`src/rtl/execute_stage_pipelined.sv`:
```
// Pipelined MIPS execute stage: ALU, EX/MEM register, iterative mul/div with HI/LO.
// Define EXEC_FORWARD_EN to enable operand forwarding from EX/MEM and WB.
module execute_stage_pipelined #(
  parameter int WIDTH  = 32,
  parameter int REG_AW = 5
) (
  input  logic              clk,
  input  logic              rst_n,
  input  logic              Flush,
  input  logic              InValid,
  output logic              Stall,
  input  logic              RegWrite,
  input  logic              MemToReg,
  input  logic              MemWrite,
  input  logic              ALUSrc,
  input  logic              RegDst,
  input  logic [3:0]        ALUControl,
  input  logic [2:0]        MdOp,
  input  logic [WIDTH-1:0]  RegSrcA,
  input  logic [WIDTH-1:0]  RegSrcB,
  input  logic [WIDTH-1:0]  ImmIn,
  input  logic [REG_AW-1:0] RsAddr,
  input  logic [REG_AW-1:0] RtDest,
  input  logic [REG_AW-1:0] RdDest,
  input  logic              WbRegWrite,
  input  logic [REG_AW-1:0] WbWriteReg,
  input  logic [WIDTH-1:0]  WbResult,
  output logic              OutValid,
  output logic              RegWriteOut,
  output logic              MemToRegOut,
  output logic              MemWriteOut,
  output logic [WIDTH-1:0]  ALUResult,
  output logic [WIDTH-1:0]  WriteData,
  output logic [REG_AW-1:0] WriteReg
);

  localparam int SHW = $clog2(WIDTH);
  localparam int CW  = $clog2(WIDTH);

  localparam logic [2:0] MD_MULT  = 3'd1;
  localparam logic [2:0] MD_MULTU = 3'd2;
  localparam logic [2:0] MD_DIV   = 3'd3;
  localparam logic [2:0] MD_DIVU  = 3'd4;
  localparam logic [2:0] MD_MFHI  = 3'd5;
  localparam logic [2:0] MD_MFLO  = 3'd6;

  typedef enum logic [1:0] {ST_IDLE, ST_BUSY, ST_DONE} md_state_e;

  logic [WIDTH-1:0] fwd_a;
  logic [WIDTH-1:0] fwd_b;

`ifdef EXEC_FORWARD_EN
  logic exmem_fwd_ok;
  assign exmem_fwd_ok = RegWriteOut && OutValid && !MemToRegOut;

  always_comb begin
    fwd_a = RegSrcA;
    if (exmem_fwd_ok && (WriteReg == RsAddr) && (RsAddr != '0))
      fwd_a = ALUResult;
    else if (WbRegWrite && (WbWriteReg == RsAddr) && (RsAddr != '0))
      fwd_a = WbResult;
  end

  always_comb begin
    fwd_b = RegSrcB;
    if (exmem_fwd_ok && (WriteReg == RtDest) && (RtDest != '0))
      fwd_b = ALUResult;
    else if (WbRegWrite && (WbWriteReg == RtDest) && (RtDest != '0))
      fwd_b = WbResult;
  end
`else
  logic unused_fwd_inputs;
  assign unused_fwd_inputs = ^{RsAddr, WbRegWrite, WbWriteReg, WbResult};
  assign fwd_a = RegSrcA;
  assign fwd_b = RegSrcB;
`endif

  // ALU
  logic [WIDTH-1:0] op_b;
  logic [SHW-1:0]   shamt;
  logic [WIDTH-1:0] alu_res;

  assign op_b  = ALUSrc ? ImmIn : fwd_b;
  assign shamt = ImmIn[SHW-1:0];

  always_comb begin
    alu_res = '0;
    case (ALUControl)
      4'd0:    alu_res = fwd_a & op_b;
      4'd1:    alu_res = fwd_a | op_b;
      4'd2:    alu_res = fwd_a + op_b;
      4'd3:    alu_res = fwd_a ^ op_b;
      4'd4:    alu_res = ~(fwd_a | op_b);
      4'd6:    alu_res = fwd_a - op_b;
      4'd7:    alu_res = {{(WIDTH-1){1'b0}}, ($signed(fwd_a) < $signed(op_b))};
      4'd8:    alu_res = {{(WIDTH-1){1'b0}}, (fwd_a < op_b)};
      4'd9:    alu_res = fwd_b << shamt;
      4'd10:   alu_res = fwd_b >> shamt;
      4'd11:   alu_res = $signed(fwd_b) >>> shamt;
      default: alu_res = '0;
    endcase
  end

  // Mul/div control
  md_state_e        state_reg, state_next;
  logic [CW-1:0]    cnt_reg;
  logic [WIDTH-1:0] acc_hi_reg, acc_lo_reg, opnd_reg;
  logic             is_mul_reg, neg_res_reg, neg_rem_reg, div0_reg;
  logic [WIDTH-1:0] hi_reg, lo_reg;
  logic             md_start, hilo_write;
  logic             md_arith, is_mul_op, signed_op;

  assign md_arith  = (MdOp >= MD_MULT) && (MdOp <= MD_DIVU);
  assign is_mul_op = (MdOp == MD_MULT) || (MdOp == MD_MULTU);
  assign signed_op = (MdOp == MD_MULT) || (MdOp == MD_DIV);

  always_ff @(posedge clk or negedge rst_n) begin
    if (!rst_n) state_reg <= ST_IDLE;
    else        state_reg <= state_next;
  end

  always_comb begin
    state_next = state_reg;
    md_start   = 1'b0;
    hilo_write = 1'b0;
    Stall      = 1'b0;
    case (state_reg)
      ST_IDLE: begin
        if (InValid && md_arith && !Flush) begin
          md_start   = 1'b1;
          Stall      = 1'b1;
          state_next = ST_BUSY;
        end
      end
      ST_BUSY: begin
        if (Flush) begin
          state_next = ST_IDLE;
        end else begin
          Stall = 1'b1;
          if (cnt_reg == CW'(WIDTH - 1)) state_next = ST_DONE;
        end
      end
      ST_DONE: begin
        state_next = ST_IDLE;
        hilo_write = !Flush;
      end
      default: state_next = ST_IDLE;
    endcase
    if (!rst_n) Stall = 1'b0;
  end

  // Signed ops run on magnitudes; the sign is restored when HI/LO are written.
  logic             a_neg, b_neg;
  logic [WIDTH-1:0] a_mag, b_mag;
  logic [WIDTH:0]   mul_sum, rem_sh, div_diff;

  assign a_neg    = signed_op && fwd_a[WIDTH-1];
  assign b_neg    = signed_op && fwd_b[WIDTH-1];
  assign a_mag    = a_neg ? -fwd_a : fwd_a;
  assign b_mag    = b_neg ? -fwd_b : fwd_b;
  assign mul_sum  = {1'b0, acc_hi_reg} + (acc_lo_reg[0] ? {1'b0, opnd_reg} : '0);
  assign rem_sh   = {acc_hi_reg, acc_lo_reg[WIDTH-1]};
  assign div_diff = rem_sh - {1'b0, opnd_reg};

  always_ff @(posedge clk or negedge rst_n) begin
    if (!rst_n) begin
      cnt_reg     <= '0;
      acc_hi_reg  <= '0;
      acc_lo_reg  <= '0;
      opnd_reg    <= '0;
      is_mul_reg  <= 1'b0;
      neg_res_reg <= 1'b0;
      neg_rem_reg <= 1'b0;
      div0_reg    <= 1'b0;
    end else if (md_start) begin
      cnt_reg     <= '0;
      acc_hi_reg  <= '0;
      acc_lo_reg  <= a_mag;
      opnd_reg    <= b_mag;
      is_mul_reg  <= is_mul_op;
      neg_res_reg <= a_neg ^ b_neg;
      neg_rem_reg <= a_neg;
      div0_reg    <= (fwd_b == '0);
    end else if (state_reg == ST_BUSY && !Flush) begin
      cnt_reg <= cnt_reg + CW'(1);
      if (is_mul_reg) begin
        acc_hi_reg <= mul_sum[WIDTH:1];
        acc_lo_reg <= {mul_sum[0], acc_lo_reg[WIDTH-1:1]};
      end else if (!div_diff[WIDTH]) begin
        acc_hi_reg <= div_diff[WIDTH-1:0];
        acc_lo_reg <= {acc_lo_reg[WIDTH-2:0], 1'b1};
      end else begin
        acc_hi_reg <= rem_sh[WIDTH-1:0];
        acc_lo_reg <= {acc_lo_reg[WIDTH-2:0], 1'b0};
      end
    end
  end

  logic [2*WIDTH-1:0] prod;
  logic [WIDTH-1:0]   md_hi, md_lo;

  always_comb begin
    prod  = {acc_hi_reg, acc_lo_reg};
    if (neg_res_reg) prod = -prod;
    md_hi = prod[2*WIDTH-1:WIDTH];
    md_lo = prod[WIDTH-1:0];
    if (!is_mul_reg) begin
      md_lo = neg_res_reg ? -acc_lo_reg : acc_lo_reg;
      md_hi = neg_rem_reg ? -acc_hi_reg : acc_hi_reg;
      if (div0_reg) md_lo = '1;
    end
  end

  always_ff @(posedge clk or negedge rst_n) begin
    if (!rst_n) begin
      hi_reg <= '0;
      lo_reg <= '0;
    end else if (hilo_write) begin
      hi_reg <= md_hi;
      lo_reg <= md_lo;
    end
  end

  // EX/MEM register
  logic [WIDTH-1:0] ex_result;
  assign ex_result = (MdOp == MD_MFHI) ? hi_reg :
                     (MdOp == MD_MFLO) ? lo_reg : alu_res;

  always_ff @(posedge clk or negedge rst_n) begin
    if (!rst_n) begin
      OutValid    <= 1'b0;
      RegWriteOut <= 1'b0;
      MemToRegOut <= 1'b0;
      MemWriteOut <= 1'b0;
      ALUResult   <= '0;
      WriteData   <= '0;
      WriteReg    <= '0;
    end else if (Flush || !Stall) begin
      OutValid    <= InValid && !Flush;
      RegWriteOut <= InValid && !Flush && RegWrite && !md_arith;
      MemToRegOut <= InValid && !Flush && MemToReg && !md_arith;
      MemWriteOut <= InValid && !Flush && MemWrite && !md_arith;
      ALUResult   <= ex_result;
      WriteData   <= fwd_b;
      WriteReg    <= RegDst ? RdDest : RtDest;
    end
  end

endmodule

```
`config.mk`:
```
export PLATFORM = sky130hd
export DESIGN_NAME = execute_stage_pipelined
export DESIGN_NICKNAME = d
export VERILOG_FILES = /design/src/rtl/execute_stage_pipelined.sv
export SDC_FILE = /design/constraint.sdc
export NUM_CORES = 1
export LEC_CHECK = 0
export ABC_CLOCK_PERIOD_IN_PS = 5160
export BUFFER_PORTS_ARGS = -buffer_cell sky130_fd_sc_hd__buf_4
export CORE_MARGIN = 5
export CORE_UTILIZATION = 45
export CTS_CLUSTER_DIAMETER = 80
export CTS_CLUSTER_SIZE = 10
export DETAILED_ROUTE_END_ITERATION = 10
export MAX_ROUTING_LAYER = met4
export PLACE_DENSITY = 0.72
export SLEW_MARGIN = 20
export SYNTH_ARGS = -nofsm -noshare
export SYNTH_HDL_FRONTEND = slang
export SYNTH_SLANG_ARGS = --single-unit
```
`constraint.sdc`:
```
create_clock -name clk -period 5.16 [get_ports clk]
set_input_delay 1.032 -clock clk [delete_from_list [all_inputs] [get_ports clk]]
set_output_delay 1.032 -clock clk [all_outputs]
set_load 0.05 [all_outputs]
```
==> out/metrics.yaml <==
status:
  outcome: "completed"
floorplan:
  fp.dieW_um: 250
  start_util: 0.456
  row_count: 87
  die_y_um: 250
  fp.coreArea_um2: 56700
  io_pins: 239
  die-area_um2: 62400
detailed_routing:
  drt_wl_total_mm: 105
  drt_first_iter_violations: 3576
  firstDrtPassIters: 7
  vias_per_cell: 6.49
  wl_per_cell_um: 25.0
  vias: 27200
  post-route-drc-count: 0
  postRouteAntennaNets: 0
power:
  power_density_nw_per_um2: 384
  p_leak_nw: 12.7
  peakVddDrop_mv: 0.304
grt:
  grt_max_degree: 100
  gr-usage-all-layers: 0.329
  grt_overflow: 0
  grt_pass1_vias: 25200
  antenna_found_initial: 4
  grt_first_pass_wirelength_mm: 158
synthesis:
  synth_ff_type: "dfrtp_1"
  syn_area_um2: 25900
  synth-seq-area-share: 0.236
  syn_nets: 3710
  async_flop_share: 1.00
  synth-seq-cells: 244
  synth_warnings: 0
  synthCells: 3370
  synth_edf_count: 0
  synth_cell_type_count: 84
  syn_area_per_cell_um2: 7.68
sta:
  fmax_mhz: 222
  finalCritPeriodShare: 0.873
  hold_viol: 0
  timing.final.ws_setup_ps: 655
  rsz0062_at_grt: "false"
  finalCriticalPeriod_ps: 4510
  clock-skew-final_ps: 18.8
  slew_headroom: 0.286
  whs_ps: 411
  tns_ps: 0
  tightest_slew_ps: 1070
  drv_slew: 0
  setup_violations: 0
setup_path:
  path_max_fanout: 16
  end_kind: "flip-flop"
  critPathKind: "primary input to flip-flop"
  arrival_ps: 4930
  cp.required_ps: 5580
  rrSetupSlack_ps: 930
  critPathLaunchType: "primary input"
run:
  maxCapViolCount: 0
clock_tree:
  cts_made_buffers: 29
  clk_latency_ps: 570
  hold_buffers: 0
  cts_sinks: 244
  cts_tree: "yes"
  cts_root_buffer: "clkbuf_16"
  htree_levels: 1
  path_clk_slew_ps: 60
  cts_resized: 0
  cts.path.max_buffers: 3
  cts_setup_buffers: 0
finish:
  areaGrowthSynthToFinish_pct: 11.7
  final_util: 0.509
  drive_gt1_frac: 0.128
  fin_nets: 3770
  fillers: 5576
hold_path:
  min_path_type: "primary input to async pin"
place:
  port-buffer-count: 195
  dp_hpwl_mm: 79.6
  post-place-ws_ps: 294
  place_congestion: 1.07
metrics by stage:
| stage | std cells | instance area (um2) | total power [mW] |
|---|---|---|---|
| 3_3_place_gp | 4155 | 28100 | 8.96 |
| 6_report | 4193 | 28900 | 11.1 |
| 5_1_grt | 4193 | 28900 | 11.8 |
| 2_1_floorplan | 3370 | 25900 | 7.21 |
| 3_5_place_dp | 4155 | 28100 | 9.00 |
| 4_1_cts | 4190 | 28900 | 10.9 |
metal layers:
metal | vias to the layer above | share of wire | global-route usage
met5 | - | 0 | -
li1 | 12300 | - | -
met4 | 0 | 0.051 | 0.129
met1 | 13100 | 0.42 | 0.457
met3 | 264 | 0.12 | 0.0864
met2 | 1586 | 0.41 | 0.458
path summary, 6_finish.rpt:
| path | from | to | cells after the start |
|---|---|---|---|
| hold / removal | rst_n | WriteReg[4] | 1 |
| setup / recovery | ALUSrc | ALUResult[30] | 17 |
| setup reg to reg | acc_lo_reg[0] | acc_hi_reg[30] | 14 |
| max in group asynchronous | rst_n | acc_lo_reg[5] | 2 |
| hold reg to reg | WriteData[22] | WriteData[22] | 2 |
| min in group clk | WriteData[22] | WriteData[22] | 2 |
cells by family after synthesis:
group	after synthesis	share of synthesized area
AO/OA/AOI/OAI	1093	0.268
XOR/XNOR	203	0.0687
adder cells (fa/ha/maj)	175	0.0858
buffers and inverters	408	0.0596
flip-flops	244	0.236
multiplexers	197	0.101
AND/OR/NAND/NOR	1050	0.180
power by group:
part | switching [mW] | leakage, nW | internal, mW | total (mW)
registers | 0.688 | 3.15 | 2.26 | 2.94
logic | 3.81 | 9.17 | 2.42 | 6.23
clock network | 0.817 | 0.395 | 1.09 | 1.91
cells in the mapped netlist (all sizes together) (15+ instances only):
cell,n,area (um2)
o221ai,15,131
o22ai,20,125
buf,34,139
o41ai,15,158
a21oi,282,1410
nor2,325,1220
nand2b,27,169
dfrtp,244,6110
nor4,24,150
a211oi,37,278
a21o,48,360
xor2,80,701
nand2,398,1490
mux2i,125,1250
o211ai,52,390
clkbuf,220,826
a22oi,33,248
or3,40,255
and2,19,119
o21bai,24,180
ha,171,2140
nor2b,16,100
o21a,20,150
inv,153,574
o31ai,36,275
nand3,63,315
mux2,22,248
a31oi,19,119
a221oi,37,324
a221o,15,150
o21ai,335,1680
nor3,67,335
mux4,50,1130
xnor2,123,1080
cell usage in the layout (no fill, tap or decap), types with 16 or more instances in the layout:
cell / n
a211oi_1: 37
a21o_1: 48
a21oi_1: 281
a221oi_1: 37
a22oi_1: 33
a31oi_1: 19
and2_1: 17
buf_4: 279
clkbuf_16: 29
dfrtp_1: 243
ha_1: 171
inv_1: 150
mux2_2: 22
mux2i_1: 125
mux4_2: 50
nand2_1: 396
nand2b_1: 27
nand3_1: 62
nor2_1: 322
nor2b_1: 16
nor3_1: 66
nor4_1: 22
o211ai_1: 52
o21a_1: 20
o21ai_0: 331
o21bai_1: 24
o22ai_1: 20
o31ai_1: 35
or3_1: 39
xnor2_1: 123
xor2_1: 80
final cells by class:
| type | instances | area (um2) | area share |
|---|---|---|---|
| clock inverter | 5 | 81.3 | 0.00282 |
| antenna | 3 | 7.51 | 0.000260 |
| sequential | 244 | 6110 | 0.211 |
| tap | 756 | 946 | 0.0327 |
| timing repair buffer | 283 | 2170 | 0.0751 |
| multi-input combinational | 2718 | 18300 | 0.632 |
| inverter | 154 | 579 | 0.0201 |
| clock buffer | 30 | 729 | 0.0252 |
critical path, stage by stage:
cell	delay (ps)
buf_4	250
nand2_1	150
o21a_1	170
inv_1	90
ha_1	210
fa_1	280
a211oi_1	130
nor4_1	410
buf_4	190
o21ai_0	120
nand2_1	140
a21oi_1	100
o311ai_0	810
a21oi_1	170
mux2i_1	160
a221oi_1	420
a311oi_1	80
Note: power is estimated with default switching activity, not from simulation.
